--- src/rtl/mem_req_arbiter_if.sv ---
// Shared data-memory port bundle and the memory operation type.
// CPU modport drives the request side; MEM modport is the memory.
`ifndef D_MEMORY_ADDR_WIDTH
`define D_MEMORY_ADDR_WIDTH 32
`endif
`ifndef REG_VAL_WIDTH
`define REG_VAL_WIDTH 32
`endif

package mem_req_arbiter_pkg;
  typedef enum logic {
    MEM_LOAD  = 1'b0,
    MEM_STORE = 1'b1
  } memory_op_t;
endpackage

interface MEM_IF;
  import mem_req_arbiter_pkg::*;

  logic                            memory_req_valid;
  memory_op_t                      memory_req_op;
  logic [`D_MEMORY_ADDR_WIDTH-1:0] memory_req_address;
  logic [`REG_VAL_WIDTH-1:0]       memory_req_data;
  logic                            memory_ready;
  logic                            memory_ack;
  logic [`REG_VAL_WIDTH-1:0]       memory_data_return;

  modport CPU (
    output memory_req_valid,
    output memory_req_op,
    output memory_req_address,
    output memory_req_data,
    input  memory_ready,
    input  memory_ack,
    input  memory_data_return
  );

  modport MEM (
    input  memory_req_valid,
    input  memory_req_op,
    input  memory_req_address,
    input  memory_req_data,
    output memory_ready,
    output memory_ack,
    output memory_data_return
  );
endinterface

--- src/rtl/mem_req_arbiter.sv ---
// Round-robin arbiter giving NUM_REQ requesters one outstanding
// transaction at a time on the shared data-memory port.
`ifndef D_MEMORY_ADDR_WIDTH
`define D_MEMORY_ADDR_WIDTH 32
`endif
`ifndef REG_VAL_WIDTH
`define REG_VAL_WIDTH 32
`endif

module mem_req_arbiter
  import mem_req_arbiter_pkg::*;
#(
  parameter int NUM_REQ        = 2,
  parameter int TIMEOUT_CYCLES = 64
) (
  input  logic                            clk,
  input  logic                            rst_n,
  input  logic [NUM_REQ-1:0]              req_valid,
  input  memory_op_t                      req_op      [NUM_REQ],
  input  logic [`D_MEMORY_ADDR_WIDTH-1:0] req_address [NUM_REQ],
  input  logic [`REG_VAL_WIDTH-1:0]       req_data    [NUM_REQ],
  output logic [NUM_REQ-1:0]              req_grant,
  output logic [NUM_REQ-1:0]              resp_valid,
  output logic [`REG_VAL_WIDTH-1:0]       resp_data,
  output logic                            resp_timeout,
  output logic                            busy,
  MEM_IF.CPU                              mem
);

  localparam int PW = $clog2(NUM_REQ);
  localparam int CW =
    (TIMEOUT_CYCLES > 0) ? $clog2(TIMEOUT_CYCLES + 1) : 1;

  localparam logic [1:0] IDLE  = 2'd0;
  localparam logic [1:0] ISSUE = 2'd1;
  localparam logic [1:0] WAIT  = 2'd2;

  logic [1:0]                      state;
  logic [PW-1:0]                   rr_ptr;
  logic [PW-1:0]                   owner;
  logic [CW-1:0]                   cnt;
  memory_op_t                      hold_op;
  logic [`D_MEMORY_ADDR_WIDTH-1:0] hold_addr;
  logic [`REG_VAL_WIDTH-1:0]       hold_data;

  logic [PW-1:0] win;
  logic [PW-1:0] cand;
  logic          found;
  logic          take;
  logic          tmo_hit;

  // First valid requester at or after rr_ptr, wrapping.
  always_comb begin
    win   = '0;
    cand  = '0;
    found = 1'b0;
    for (int i = 0; i < NUM_REQ; i++) begin
      cand = PW'((int'(rr_ptr) + i) % NUM_REQ);
      if (!found && req_valid[cand]) begin
        found = 1'b1;
        win   = cand;
      end
    end
  end

  assign take = rst_n && (state == IDLE) && found;

  always_comb begin
    req_grant = '0;
    if (take) req_grant[win] = 1'b1;
  end

  assign tmo_hit = (TIMEOUT_CYCLES != 0) &&
                   (cnt == CW'(TIMEOUT_CYCLES - 1));

  assign busy                   = (state != IDLE);
  assign mem.memory_req_valid   = (state == ISSUE);
  assign mem.memory_req_op      = hold_op;
  assign mem.memory_req_address = hold_addr;
  assign mem.memory_req_data    = hold_data;

  always_ff @(posedge clk or negedge rst_n) begin
    if (!rst_n) begin
      state        <= IDLE;
      rr_ptr       <= '0;
      owner        <= '0;
      cnt          <= '0;
      hold_op      <= MEM_LOAD;
      hold_addr    <= '0;
      hold_data    <= '0;
      resp_valid   <= '0;
      resp_data    <= '0;
      resp_timeout <= 1'b0;
    end else begin
      resp_valid   <= '0;
      resp_timeout <= 1'b0;
      case (state)
        IDLE: begin
          if (take) begin
            owner     <= win;
            hold_op   <= req_op[win];
            hold_addr <= req_address[win];
            hold_data <= req_data[win];
            rr_ptr    <= (win == PW'(NUM_REQ - 1)) ?
                         '0 : win + 1'b1;
            state     <= ISSUE;
          end
        end
        ISSUE: begin
          if (mem.memory_ready) begin
            cnt   <= '0;
            state <= WAIT;
          end
        end
        WAIT: begin
          if (mem.memory_ack) begin
            resp_valid[owner] <= 1'b1;
            resp_data         <= mem.memory_data_return;
            state             <= IDLE;
          end else if (tmo_hit) begin
            resp_valid[owner] <= 1'b1;
            resp_timeout      <= 1'b1;
            resp_data         <= '0;
            state             <= IDLE;
          end else if (TIMEOUT_CYCLES != 0) begin
            cnt <= cnt + 1'b1;
          end
        end
        default: state <= IDLE;
      endcase
    end
  end

endmodule

--- src/flat_wrapper.sv ---
// flat-port wrapper written by rule: the top's interface ports become plain ports
module mem_req_arbiter_flat import mem_req_arbiter_pkg::*;
#(
  parameter int NUM_REQ        = 2,
  parameter int TIMEOUT_CYCLES = 64
)
  (clk, rst_n, req_valid, req_op, req_address, req_data, req_grant, resp_valid, resp_data, resp_timeout, busy, mem_memory_req_valid, mem_memory_req_op, mem_memory_req_address, mem_memory_req_data, mem_memory_ready, mem_memory_ack, mem_memory_data_return);
  MEM_IF mem_i ();
  input  logic clk;
  input  logic rst_n;
  input  logic [NUM_REQ-1:0] req_valid;
  input  memory_op_t req_op[NUM_REQ];
  input  logic [`D_MEMORY_ADDR_WIDTH-1:0] req_address[NUM_REQ];
  input  logic [`REG_VAL_WIDTH-1:0] req_data[NUM_REQ];
  output logic [NUM_REQ-1:0] req_grant;
  output logic [NUM_REQ-1:0] resp_valid;
  output logic [`REG_VAL_WIDTH-1:0] resp_data;
  output logic resp_timeout;
  output logic busy;
  output wire logic [$bits(mem_i.memory_req_valid)-1:0] mem_memory_req_valid;
  output wire logic [$bits(mem_i.memory_req_op)-1:0] mem_memory_req_op;
  output wire logic [$bits(mem_i.memory_req_address)-1:0] mem_memory_req_address;
  output wire logic [$bits(mem_i.memory_req_data)-1:0] mem_memory_req_data;
  input wire logic [$bits(mem_i.memory_ready)-1:0] mem_memory_ready;
  input wire logic [$bits(mem_i.memory_ack)-1:0] mem_memory_ack;
  input wire logic [$bits(mem_i.memory_data_return)-1:0] mem_memory_data_return;
  assign mem_memory_req_valid = mem_i.memory_req_valid;
  assign mem_memory_req_op = mem_i.memory_req_op;
  assign mem_memory_req_address = mem_i.memory_req_address;
  assign mem_memory_req_data = mem_i.memory_req_data;
  assign mem_i.memory_ready = mem_memory_ready;
  assign mem_i.memory_ack = mem_memory_ack;
  assign mem_i.memory_data_return = mem_memory_data_return;
  mem_req_arbiter #(.NUM_REQ(NUM_REQ), .TIMEOUT_CYCLES(TIMEOUT_CYCLES)) u_core (.clk(clk), .rst_n(rst_n), .req_valid(req_valid), .req_op(req_op), .req_address(req_address), .req_data(req_data), .req_grant(req_grant), .resp_valid(resp_valid), .resp_data(resp_data), .resp_timeout(resp_timeout), .busy(busy), .mem(mem_i));
endmodule
--- config.mk ---
export PLATFORM = sky130hd
export DESIGN_NAME = mem_req_arbiter_flat
export DESIGN_NICKNAME = d
export VERILOG_FILES = /design/src/rtl/mem_req_arbiter_if.sv /design/src/rtl/mem_req_arbiter.sv /design/src/flat_wrapper.sv
export SDC_FILE = /design/constraint.sdc
export NUM_CORES = 1
export LEC_CHECK = 0
export ABC_AREA = 1
export CORE_ASPECT_RATIO = 2
export CORE_MARGIN = 4
export CORE_UTILIZATION = 42
export CTS_CLUSTER_DIAMETER = 30
export DETAILED_ROUTE_END_ITERATION = 6
export GPL_TIMING_DRIVEN = 0
export PLACE_DENSITY = 0.95
export SKIP_LAST_GASP = 1
export SLEW_MARGIN = 20
export SYNTH_ARGS = -nofsm -noshare
export SYNTH_HDL_FRONTEND = slang
export SYNTH_SLANG_ARGS = --single-unit
export TNS_END_PERCENT = 50
--- constraint.sdc ---
create_clock -name clk -period 3.4 [get_ports clk]
set_input_delay 0.68 -clock clk [delete_from_list [all_inputs] [get_ports clk]]
set_output_delay 0.68 -clock clk [all_outputs]
set_load 0.005 [all_outputs]
# After elaboration in Yosys (flattened, before gate mapping)
# Index checks and enable logic that the tools add are counted.
# op_classes
n_addsub	3
order_cmp	7
n_eq_ne	8
muxes	40
bitwise_logic	1
reduce_logical	14
# op_table
operator	n
$mux W32	8
$mux W7	3
$mux W1	17
$mux W2	8
$pmux W7 S2	1
$lt A1 B2 Y1 const B	4
$add A7 B1 Y7 const B	1
$eq A7 B6 Y1 const B	1
$pmux W2 S3	1
$reduce_bool A2 Y1	3
$logic_and A1 B1 Y1	5
$ne A2 B1 Y1 const B	2
$ne A2 B2 Y1 const B	2
$reduce_and A2 Y1	2
$reduce_and A4 Y1	1
$ne A3 B2 Y1 const B	1
$reduce_and A3 Y1	1
$add A1 B1 Y1 const B	2
$demux W1 S1	2
$eq A2 B1 Y1 const B	1
$eq A2 B2 Y1 const B	1
$ge A1 B1 Y1 const B	2
$ge A2 B2 Y1 const B	1
$logic_not A2 Y1	1
2 further kinds	2
# word_totals
register_bits	111
out_inout_bits	104
word_cells	83

# Depth between registers and ports, before layout
# logic_depth
word_depth	11
mapped_depth	9

# Worst setup path before layout
# OpenSTA, ideal clock, no wires.
# synth_path
kind	input port to output port
startpoint	in req_valid[1]
endpoint	out req_grant[0]
t_arrival_ns	1.321
setup_slack_ns	1.399
stages	4
path_buffers	2
cell_sequence	o211ai_2 -> nor2_2 -> buf_4 -> buf_6
# synth_between
elab_chain_len	11
# synth_lines
item	line_no	rtl
start: declaration	flat_wrapper.sv:11	input logic [NUM_REQ-1:0] req_valid;
$mux W1 (implied by the code) (2 in series)	mem_req_arbiter.sv:59	if (!found && req_valid[cand]) begin
$mux W1	mem_req_arbiter.sv:59	
$logic_not A1 Y1	mem_req_arbiter.sv:59	
$logic_and A1 B1 Y1	mem_req_arbiter.sv:59	
$mux W1	mem_req_arbiter.sv:59	
$lt A1 B2 Y1 (implied by the code) / $ge A1 B1 Y1 (equally long branches)	mem_req_arbiter.sv:70	if (take) req_grant[win] = 1'b1;
$logic_and A1 B1 Y1 (implied by the code)	mem_req_arbiter.sv:70	
$mux W1 (implied by the code)	mem_req_arbiter.sv:70	
$demux W1 S1	n/a	
$mux W2 (*)	mem_req_arbiter.sv:70	
end: declaration	flat_wrapper.sv:15	output logic [NUM_REQ-1:0] req_grant;
# Every way passes the cells marked *; elsewhere a longest branch is shown, timed or not. The select of a mux whose other input is x is not followed.

# Worst setup path after layout
# layout_path
startpoint	in rst_n
endpoint	out req_grant[0]
# layout_between
elab_chain_len	3
# layout_lines
item	line_no	rtl
start: declaration	flat_wrapper.sv:10	input logic rst_n;
$logic_and A1 B1 Y1 (2 in series)	mem_req_arbiter.sv:66	assign take = rst_n && (state == IDLE) && found;
$mux W2	mem_req_arbiter.sv:70	
# Every way passes these cells.

==> flow_metrics.tcl <==
set metrics [dict create \
    synth_seq_cells 111 \
    clk_pin_slew_ns 0.08 \
    hold_ws_ns 0.209 \
    seq_area_um2 2780 \
    crit_type "in -> out" \
    pwr-share-clk 0.177 \
    grt_pass1_vias 5380 \
    drv_cap 0 \
    antenna_found_initial 0 \
    status "finished clean" \
    synthTopCellsByArea "dfrtp_1 58%, nand2_1 23%, nand3_1 11%" \
    yosysTopAreaCell "dfrtp_1" \
    worstSkewPairLatency_ns 0.35 \
    viasPerCell 5.06 \
    end_kind "primary output" \
    dieHeight_um 159 \
    synth_area_um2 4810 \
    cts_made_buffers 9 \
    cts_tree "done" \
    syn_inst 589 \
    drt-wirelength-per-cell_um 17.6 \
    switching_share 0.337 \
    hp-class "in -> async" \
    dr.first_iter.drc_count 298 \
    multi_input_area_um2 1790 \
    dr.pass1.iters 4 \
    finalCritPeriodShare 0.951 \
    cp.required_ns 2.72 \
    die_area_um2 13300 \
    place_area_um2 7720 \
    area_growth_pct 67.3 \
    async_flop_share 1.00 \
    grt_max_degree 65 \
    worst_slew_pin_slew_ns 0.529 \
    synth_edf_count 0 \
    stdcell_count 1019 \
    critPathLaunchType "primary input" \
    seq_area_frac_synth 0.577 \
    intPower_w 0.00390 \
    h-tree-depth 3 \
    fillers 765 \
    grt_pass1_wl_um 28100 \
    arrival_ns 2.55 \
    io_pins 272 \
    slew_violations 0 \
    yosys_warnings 0 \
    synth_nets 758 \
    hold_violations 0 \
    worstPathMaxFanout 64 \
    cts_buffer_depth 2 \
    gp_congestion 0.933 \
    ant_nets 0 \
    die_x_um 83.7 \
    yosys.area.top_type_share 0.577 \
    synth_ff_type "dfrtp_1" \
    fmax_mhz 309 \
    layout-drive-gt1-share 0.0559 \
    dp.cells 1002 \
    yosysUniqueCellTypes 19 \
    layout.nets 1041 \
    grt_overflow 0 \
    final-setup-viol-count 0 \
    period_minus_slack_ns 3.23 \
    p_switching_w 0.00199 \
    portBuffers 270 \
    core_um2 11300 \
    rr_worst_depth 9 \
    rsz0062_at_grt "false" \
    leakagePower_nw 3.78 \
    clkSinkCount 111 \
    dr_total_vias 5157 \
    drcViolationCount 0 \
    synth_common_cells "299 x nand2_1, 111 x dfrtp_1, 103 x nand3_1, 16 x buf_2, 16 x inv_1" \
    antenna_cells 0 \
    final_area_um2 8050 \
    grt_usage 0.268 \
    wl_um 17900 \
    place_hpwl_um 14200 \
    pwr-share-comb 0.448 \
    max-vdd-ir-drop_uv 472 \
    p_seq_frac 0.376 \
    avgSynthCellArea_um2 8.17 \
    cts_root_buf "clkbuf_16" \
    final.setup_skew_ns 0.0140 \
    rows 55 \
    power_density_nw_per_um2 732 \
    maxSlewHeadroom 0.647 \
    yosysMostFrequentCell "nand2_1" \
    start_util 0.426 \
]
## worst max-delay path: stages
cell	delay [ns]
buf_12	0.28
buf_16	0.23
o211ai_2	0.21
nor2_2	0.21
buf_4	0.23
buf_6	0.17
clkdlybuf4s50_1	0.51
## through the flow
| stage | util | TNS [ns] | total power, W | setup slack, ns |
|---|---|---|---|---|
| 6_report | 0.714 | 0 | 0.00589 | 0.166 |
| 5_1_grt | 0.714 | 0 | 0.00626 | 0.00107 |
| 4_1_cts | 0.714 | 0 | 0.00593 | 0.0991 |
| 3_5_place_dp | 0.684 | -0.282 | 0.00487 | -0.210 |
| 3_3_place_gp | 0.682 | -537.16 | 0.00475 | -4.45 |
| 2_1_floorplan | - | 0 | 0.00314 | 1.40 |
## power by group through the flow
stage | Sequential, W | Combinational [W] | Clock, W
floorplan | 0.00224 | 0.000893 | 0
global placement | 0.00220 | 0.00256 | 0
detailed placement | 0.00222 | 0.00264 | 0
CTS | 0.00221 | 0.00266 | 0.00105
global route | 0.00228 | 0.00287 | 0.00111
finish | 0.00221 | 0.00264 | 0.00104
## placed cells by master, fill, tap and decap left out, drive strengths merged, types with 3 or more instances in the layout
| cell | synthesis | final |
|---|---|---|
| nand2 | 300 | 300 |
| dfrtp | 111 | 111 |
| nand3 | 103 | 103 |
| buf | 25 | 27 |
| nor2 | 16 | 16 |
| clkbuf | 7 | 18 |
| a21oi | 3 | 3 |
| inv | 16 | 19 |
| clkdlybuf4s50 | 0 | 269 |
| o21ai | 3 | 3 |
## layer usage
layer	part of all wire	vias to the layer above	track usage
met4	0.049	0	0.133
met3	0.063	55	0.0580
met1	0.34	2445	0.273
met2	0.55	236	0.501
met5	0	-	0
li1	-	2421	-
## timing repair
action / CTS / global route
endpoints found under the setup margin: 2 / 0
buffers inserted: 0 / 0
hold buffers: 0 / 0
gates resized for setup: 2 / 0
## layout make-up
cell class,count,share of cell area
flip-flops and latches,111,0.345
plain buffers,32,0.0225
multi-input cells,430,0.223
inverters,16,0.00746
repair buffers,272,0.344
clock inverters,5,0.00575
clock buffers,11,0.0301
well taps,142,0.0221
## sequential cells by signal, summed over array words and instances (netlist names)
| signal | cells |
|---|---|
| u_core.state | 2 |
| u_core.owner | 1 |
| u_core.resp_data | 32 |
| u_core.mem.memory_req_data | 32 |
| u_core.resp_valid | 2 |
| u_core.resp_timeout | 1 |
| u_core.mem.memory_req_op | 1 |
| u_core.mem.memory_req_address | 32 |
| u_core.rr_ptr | 1 |
| u_core.cnt | 7 |
## path summary, 6_finish.rpt
check	startpoint	end	slack (ns)
min in group clk	u_core.owner$_DFFE_PN0P_	u_core.resp_valid[0]$_DFF_PN0_	0.44
max	rst_n	req_grant[0]	0.17
max in group asynchronous	rst_n	u_core.mem.memory_req_data[9]$_DFFE_PN0P_	2.54
min	rst_n	u_core.mem.memory_req_address[10]$_DFFE_PN0P_	0.21
min reg2reg	u_core.owner$_DFFE_PN0P_	u_core.resp_valid[0]$_DFF_PN0_	0.44
max reg2reg	u_core.cnt[0]$_DFFE_PN0P_	u_core.resp_data[28]$_DFFE_PN0P_	1.69
## kinds of logic after synthesis
kind of cell,synth area share
simple gates,0.361
flops,0.577
compound gates,0.00962
buf+inv,0.0502
fa+ha+maj,0.00260
No activity file was read; power rests on OpenSTA's default activity.
